==> config.mk <==
export PLATFORM = sky130hd
export DESIGN_NAME = rr_arbiter_8
export DESIGN_NICKNAME = d
export VERILOG_FILES = /design/src/rtl/arb_pkg.sv /design/src/rtl/decoder_3bit_ref.sv /design/src/rtl/rr_arbiter_8.sv
export SDC_FILE = /design/constraint.sdc
export NUM_CORES = 1
export LEC_CHECK = 0
export ABC_AREA = 0
export BUFFER_PORTS_ARGS = -buffer_cell sky130_fd_sc_hd__buf_2
export CORE_MARGIN = 2
export CORE_UTILIZATION = 55
export DETAILED_ROUTE_END_ITERATION = 10
export PLACE_DENSITY_LB_ADDON = 0.12
export REMOVE_ABC_BUFFERS = 1
export SLEW_MARGIN = 20
export SYNTH_ARGS = -nofsm -noshare
export SYNTH_HDL_FRONTEND = slang
export SYNTH_SLANG_ARGS = --single-unit
==> constraint.sdc <==
create_clock -name clk -period 4.7 [get_ports clk]
set_clock_uncertainty 0.1 [all_clocks]
set_input_delay 0.94 -clock clk [delete_from_list [all_inputs] [get_ports clk]]
set_output_delay 0.94 -clock clk [all_outputs]
set_load 0.005 [all_outputs]
==> src/rtl/arb_pkg.sv <==
// Shared types, widths and the rotating priority search for the 8-way round-robin arbiter.
package arb_pkg;

    localparam int N_REQ = 8;
    localparam int IDX_W = 3;

    typedef enum logic {
        IDLE  = 1'b0,
        GRANT = 1'b1
    } arb_state_t;

    typedef struct packed {
        logic             found;
        logic [IDX_W-1:0] idx;
    } search_t;

    // First set bit of req at or after ptr, ascending, wrapping 7 -> 0.
    function automatic search_t rr_search(input logic [N_REQ-1:0] req,
                                          input logic [IDX_W-1:0] ptr);
        search_t          res;
        logic [IDX_W-1:0] cand;
        res = '0;
        for (int i = N_REQ - 1; i >= 0; i--) begin
            cand = ptr + IDX_W'(i);
            if (req[cand]) begin
                res.found = 1'b1;
                res.idx   = cand;
            end
        end
        return res;
    endfunction

endpackage

==> src/rtl/decoder_3bit_ref.sv <==
// 3-to-8 one-hot decoder used to build the grant vector from the binary grant index.
module decoder_3bit_ref (
    input  logic [2:0] in,
    output logic [7:0] out
);

    always_comb begin
        out = 8'b0000_0001 << in;
    end

endmodule

==> src/rtl/rr_arbiter_8.sv <==
// 8-requester round-robin arbiter with a rotating priority pointer and a hold-limit
// counter that forces rotation; every output comes straight from registers.
module rr_arbiter_8
    import arb_pkg::*;
#(
    parameter int unsigned HOLD_MAX = 16
) (
    input  logic       clk,
    input  logic       rst_n,
    input  logic [7:0] req,
    input  logic       done,
    output logic [7:0] gnt,
    output logic [2:0] gnt_id,
    output logic       gnt_valid,
    output logic       preempt
);

    // HOLD_MAX of 0 disables forced rotation; the counter then just saturates at 255.
    localparam logic       HOLD_EN   = (HOLD_MAX != 0);
    localparam logic [7:0] HOLD_LAST = (HOLD_MAX == 0) ? 8'hFF : 8'(HOLD_MAX - 1);

    arb_state_t       state_q, state_d;
    logic [IDX_W-1:0] gnt_id_q, gnt_id_d;
    logic [IDX_W-1:0] ptr_q, ptr_d;
    logic [7:0]       cnt_q, cnt_d;
    logic             preempt_q, preempt_d;

    logic [N_REQ-1:0] gnt_raw;
    logic [N_REQ-1:0] search_req;
    search_t          sel;
    logic             rel_user;
    logic             hold_hit;

    decoder_3bit_ref u_dec (
        .in  (gnt_id_q),
        .out (gnt_raw)
    );

    always_ff @(posedge clk or negedge rst_n) begin
        if (!rst_n) begin
            state_q   <= IDLE;
            gnt_id_q  <= '0;
            ptr_q     <= '0;
            cnt_q     <= '0;
            preempt_q <= 1'b0;
        end else begin
            state_q   <= state_d;
            gnt_id_q  <= gnt_id_d;
            ptr_q     <= ptr_d;
            cnt_q     <= cnt_d;
            preempt_q <= preempt_d;
        end
    end

    // While granting, the current holder is masked out so it cannot win its own release.
    always_comb begin
        state_d    = state_q;
        gnt_id_d   = gnt_id_q;
        ptr_d      = ptr_q;
        cnt_d      = cnt_q;
        preempt_d  = 1'b0;
        search_req = (state_q == GRANT) ? (req & ~gnt_raw) : req;
        sel        = rr_search(search_req, ptr_q);
        rel_user   = done || !req[gnt_id_q];
        hold_hit   = HOLD_EN && (cnt_q == HOLD_LAST);

        case (state_q)
            IDLE: begin
                if (sel.found) begin
                    state_d  = GRANT;
                    gnt_id_d = sel.idx;
                    ptr_d    = sel.idx + IDX_W'(1);
                    cnt_d    = '0;
                end
            end
            GRANT: begin
                if (rel_user || hold_hit) begin
                    preempt_d = hold_hit && !rel_user;
                    if (sel.found) begin
                        gnt_id_d = sel.idx;
                        ptr_d    = sel.idx + IDX_W'(1);
                        cnt_d    = '0;
                    end else begin
                        state_d = IDLE;
                    end
                end else if (cnt_q != HOLD_LAST) begin
                    cnt_d = cnt_q + 8'd1;
                end
            end
            default: begin
                state_d = IDLE;
            end
        endcase
    end

    assign gnt_valid = (state_q == GRANT);
    assign gnt_id    = gnt_id_q;
    assign gnt       = gnt_raw & {N_REQ{gnt_valid}};
    assign preempt   = preempt_q;

endmodule

==> results.rst <==
.. list-table::
   :header-rows: 1

   * - Metric
     - Value
   * - Run status
     - finished clean
   * - Starting Density
     - 0.5801
   * - Final Hold Violating Endpoints
     - 0
   * - Post-route ant nets
     - 0
   * - Worst-path fanout max
     - 16
   * - Number of placed I/O pins
     - 24
   * - Area fraction in compound gates after synthesis
     - 0.2757
   * - Wire length per cell
     - 17.78 um
   * - Kind of path behind the tightest hold check
     - reg2reg
   * - End of the worst hold path
     - cnt_q[0]
   * - CTS Buffer Depth
     - 2
   * - Area of the multi-input gates
     - 1589 um^2
   * - Global-route total usage across every layer
     - 0.2728
   * - Top cells by area in the synthesized netlist
     - sky130_fd_sc_hd__dfrtp_1, sky130_fd_sc_hd__mux2i_1, sky130_fd_sc_hd__mux2_2, sky130_fd_sc_hd__nand2_1, sky130_fd_sc_hd__o211ai_1
   * - Area inside the core boundary
     - 3716 um^2
   * - Yosys top cell by area
     - sky130_fd_sc_hd__dfrtp_1
   * - Number of hold buffers added after CTS
     - 0
   * - Achievable frequency
     - 244.8 MHz
   * - Via count of the first global-routing pass
     - 1831
   * - Largest family of logic cells by synthesized area
     - compound AO/OA/AOI/OAI gates
   * - Async S/R FF share, synth
     - 1.000
   * - Max-slew headroom at the worst pin
     - 0.4727
   * - Combined area of all synthesized cells
     - 2156 um^2
   * - Number of endpoints failing setup at the final stage
     - 0
   * - Number of buffers inserted by post-CTS setup repair
     - 0
   * - Filler cells
     - 354
   * - Cts bufs inserted
     - 3
   * - Total of cells resized after clock tree synthesis
     - 0
   * - Worst Max-Slew Pin Slew
     - 780.7 ps
   * - Startpoint type of the worst setup path
     - register
   * - Area of the die
     - 4436 um^2
   * - Placed instance count
     - 318
   * - Routed wire length
     - 5725 um
   * - Synthesis Warnings
     - 0
   * - Startpoint of the most critical register-to-register path
     - ptr_q[1]
   * - Required arrival time at the worst endpoint
     - 4770 ps
   * - FF-to-FF End
     - ptr_q[2]
   * - Wire length of the first global-routing pass
     - 9328 um
   * - Mux cell area share after synthesis
     - 0.1405
   * - Layout cell share with drive strength beyond 1
     - 0.2080
   * - NumNets Final
     - 290
   * - First-iteration detailed-routing DRC count
     - 181
   * - Die Y
     - 66.61 um
   * - Number of cells produced by synthesis
     - 262
   * - H-Tree Level Count
     - 1
   * - Final sum of negative setup slack
     - 0 ps
   * - Final HPWL DP
     - 4144 um
   * - Post-place setup slack
     - 666.0 ps
   * - TritonCTS sink count
     - 16
   * - Final count of pins violating max slew
     - 0
   * - Initial DRT Pass Iterations
     - 5
   * - Setup slack of the worst register-to-register path
     - 620 ps
   * - Worst Path Arrival
     - 4150 ps
   * - Initial antenna violation count
     - 0
   * - Min-delay src
     - cnt_q[0]
   * - Maximum number of pins on one net before global-route repair
     - 24
   * - CTS clock-pin slew for the worst setup and hold paths
     - 60 ps
   * - Proportion of synthesized chip area in sequential cells
     - 0.1857
   * - FF/Latch Area
     - 400.4 um^2
   * - Fin cells
     - 322
   * - Area share of the largest cell type after synthesis
     - 0.1857
   * - Per-instance average area after synthesis
     - 8.228 um^2
   * - DRC errors left
     - 0
   * - Setup repair after global routing missed its margin
     - no
   * - Overall via count from detail_route
     - 2097
   * - Final worst setup slack
     - 615.4 ps
   * - Number of vias per cell after detailed routing
     - 6.512
   * - Area Growth Syn to Fin
     - 7.022%
   * - Synth Area in Adders
     - 0.02322
   * - Number of placement rows
     - 22
   * - Hold Crit Depth
     - 1
   * - Critical Setup Path Class
     - reg2reg
   * - GRT overflow
     - 0
   * - Final Cycle Share
     - 0.8691
   * - Leading register cell type out of synthesis
     - sky130_fd_sc_hd__dfrtp_1
   * - Capturing element type of the critical path
     - register
   * - Count of cell types in the netlist
     - 65
   * - TritonCTS clock tree
     - yes
   * - Buffers added on ports
     - 23
   * - Synthesized-area fraction occupied by and/or/nand/nor cells
     - 0.2734
   * - Cell types with the highest counts after synthesis
     - sky130_fd_sc_hd__nand2_1, sky130_fd_sc_hd__dfrtp_1, sky130_fd_sc_hd__mux2i_1
   * - Number of enable flip-flop cells after synthesis
     - 0
   * - Root cell of the clock tree
     - sky130_fd_sc_hd__clkbuf_8
   * - GP Congestion
     - 0.9162
   * - Count of max-cap constraint violations
     - 0
   * - FF-to-FF path depth
     - 13
   * - Crit path time final
     - 4085 ps
   * - Leading cell type by number of instances after synthesis
     - sky130_fd_sc_hd__nand2_1
   * - DIE WIDTH
     - 66.61 um
   * - Insertion delay to the later sink of the worst-skew pair
     - 250 ps
   * - #FFs+latches synth
     - 16
   * - Share of the synthesized netlist area taken by xor and xnor gates
     - 0.02438
   * - Antenna Cells
     - 0
-- how the worst max path moves through the flow --
stage,from,endpoint,cells past startpoint
2_1_floorplan,ptr_q[0],ptr_q[2],12
3_3_place_gp,ptr_q[1],ptr_q[2],13
3_5_place_dp,ptr_q[1],ptr_q[2],13
4_1_cts,ptr_q[1],ptr_q[2],13
5_1_grt,ptr_q[1],ptr_q[2],15
6_report,ptr_q[1],ptr_q[2],13
-- logic make-up after synthesis --
family / Yosys count
AND/OR/NAND/NOR: 97
AO/OA/AOI/OAI: 81
buffers and inverters: 33
multiplexers: 25
flip-flops: 16
XOR/XNOR: 6
adder cells (fa/ha/maj): 4
-- state kept, by name (all words and copies together) (netlist names) --
signal	count
cnt_q	8
gnt_id	3
gnt_valid	1
preempt	1
ptr_q	3
-- final cells by class --
type / count / share of cell area
timing repair buffer: 28 / 0.06616
inverter: 13 / 0.02169
tap: 48 / 0.02603
multi-input combinational: 213 / 0.6887
sequential: 16 / 0.1735
clock buffer: 4 / 0.02386
-- cell usage in the layout, fill, tap and decap left out, types with 3 or more instances in the layout --
cell / instances
sky130_fd_sc_hd__nand2_1: 23
sky130_fd_sc_hd__buf_2: 23
sky130_fd_sc_hd__dfrtp_1: 16
sky130_fd_sc_hd__mux2i_1: 13
sky130_fd_sc_hd__inv_1: 12
sky130_fd_sc_hd__nand2b_1: 12
sky130_fd_sc_hd__nor2_1: 12
sky130_fd_sc_hd__o211ai_1: 11
sky130_fd_sc_hd__o21ai_0: 9
sky130_fd_sc_hd__o22ai_1: 8
sky130_fd_sc_hd__mux2_2: 8
sky130_fd_sc_hd__a21oi_1: 8
sky130_fd_sc_hd__o31ai_1: 6
sky130_fd_sc_hd__nand3_1: 6
sky130_fd_sc_hd__and2_1: 6
sky130_fd_sc_hd__nor3_1: 6
sky130_fd_sc_hd__o221ai_1: 5
sky130_fd_sc_hd__nor2b_1: 5
sky130_fd_sc_hd__buf_4: 5
sky130_fd_sc_hd__xor2_1: 4
sky130_fd_sc_hd__or3_1: 4
sky130_fd_sc_hd__and3_1: 4
sky130_fd_sc_hd__ha_1: 4
sky130_fd_sc_hd__clkbuf_8: 4
sky130_fd_sc_hd__and4bb_2: 3
sky130_fd_sc_hd__o32ai_1: 3
sky130_fd_sc_hd__mux4_2: 3
sky130_fd_sc_hd__nor3b_1: 3
sky130_fd_sc_hd__a211oi_1: 3
sky130_fd_sc_hd__o211a_1: 3
sky130_fd_sc_hd__o21a_1: 3
-- worst max-delay path, stage by stage (launching register included) --
cell	delay [ps]
sky130_fd_sc_hd__dfrtp_1	340
sky130_fd_sc_hd__inv_1	40
sky130_fd_sc_hd__buf_4	160
sky130_fd_sc_hd__ha_1	660
sky130_fd_sc_hd__xor2_1	190
sky130_fd_sc_hd__a311o_1	380
sky130_fd_sc_hd__and2_1	200
sky130_fd_sc_hd__o21ai_0	370
sky130_fd_sc_hd__mux2_2	390
sky130_fd_sc_hd__o31ai_1	310
sky130_fd_sc_hd__ha_1	200
sky130_fd_sc_hd__inv_1	50
sky130_fd_sc_hd__or4_1	510
sky130_fd_sc_hd__o211ai_1	100
-- routing by layer --
metal,GRT usage,share of wire,vias to the layer above
li1,-,-,1028
met1,0.3944,0.48,971
met2,0.4213,0.43,92
met3,0.06588,0.083,6
met4,0.03571,0.0056,0
met5,0,0,-
-- per-stage QoR --
step             util  hold WS, ps  area [um^2]
6_report       0.6209        404.3         2307
4_1_cts        0.6209        408.4         2307
2_1_floorplan       -        356.4         2039
3_5_place_dp   0.6061        384.0         2252
5_1_grt        0.6209        440.0         2307
3_3_place_gp   0.6061        384.7         2252
Power is not shown: default switching activity piles up to over one toggle a cycle in this logic, so the estimate is an artifact.
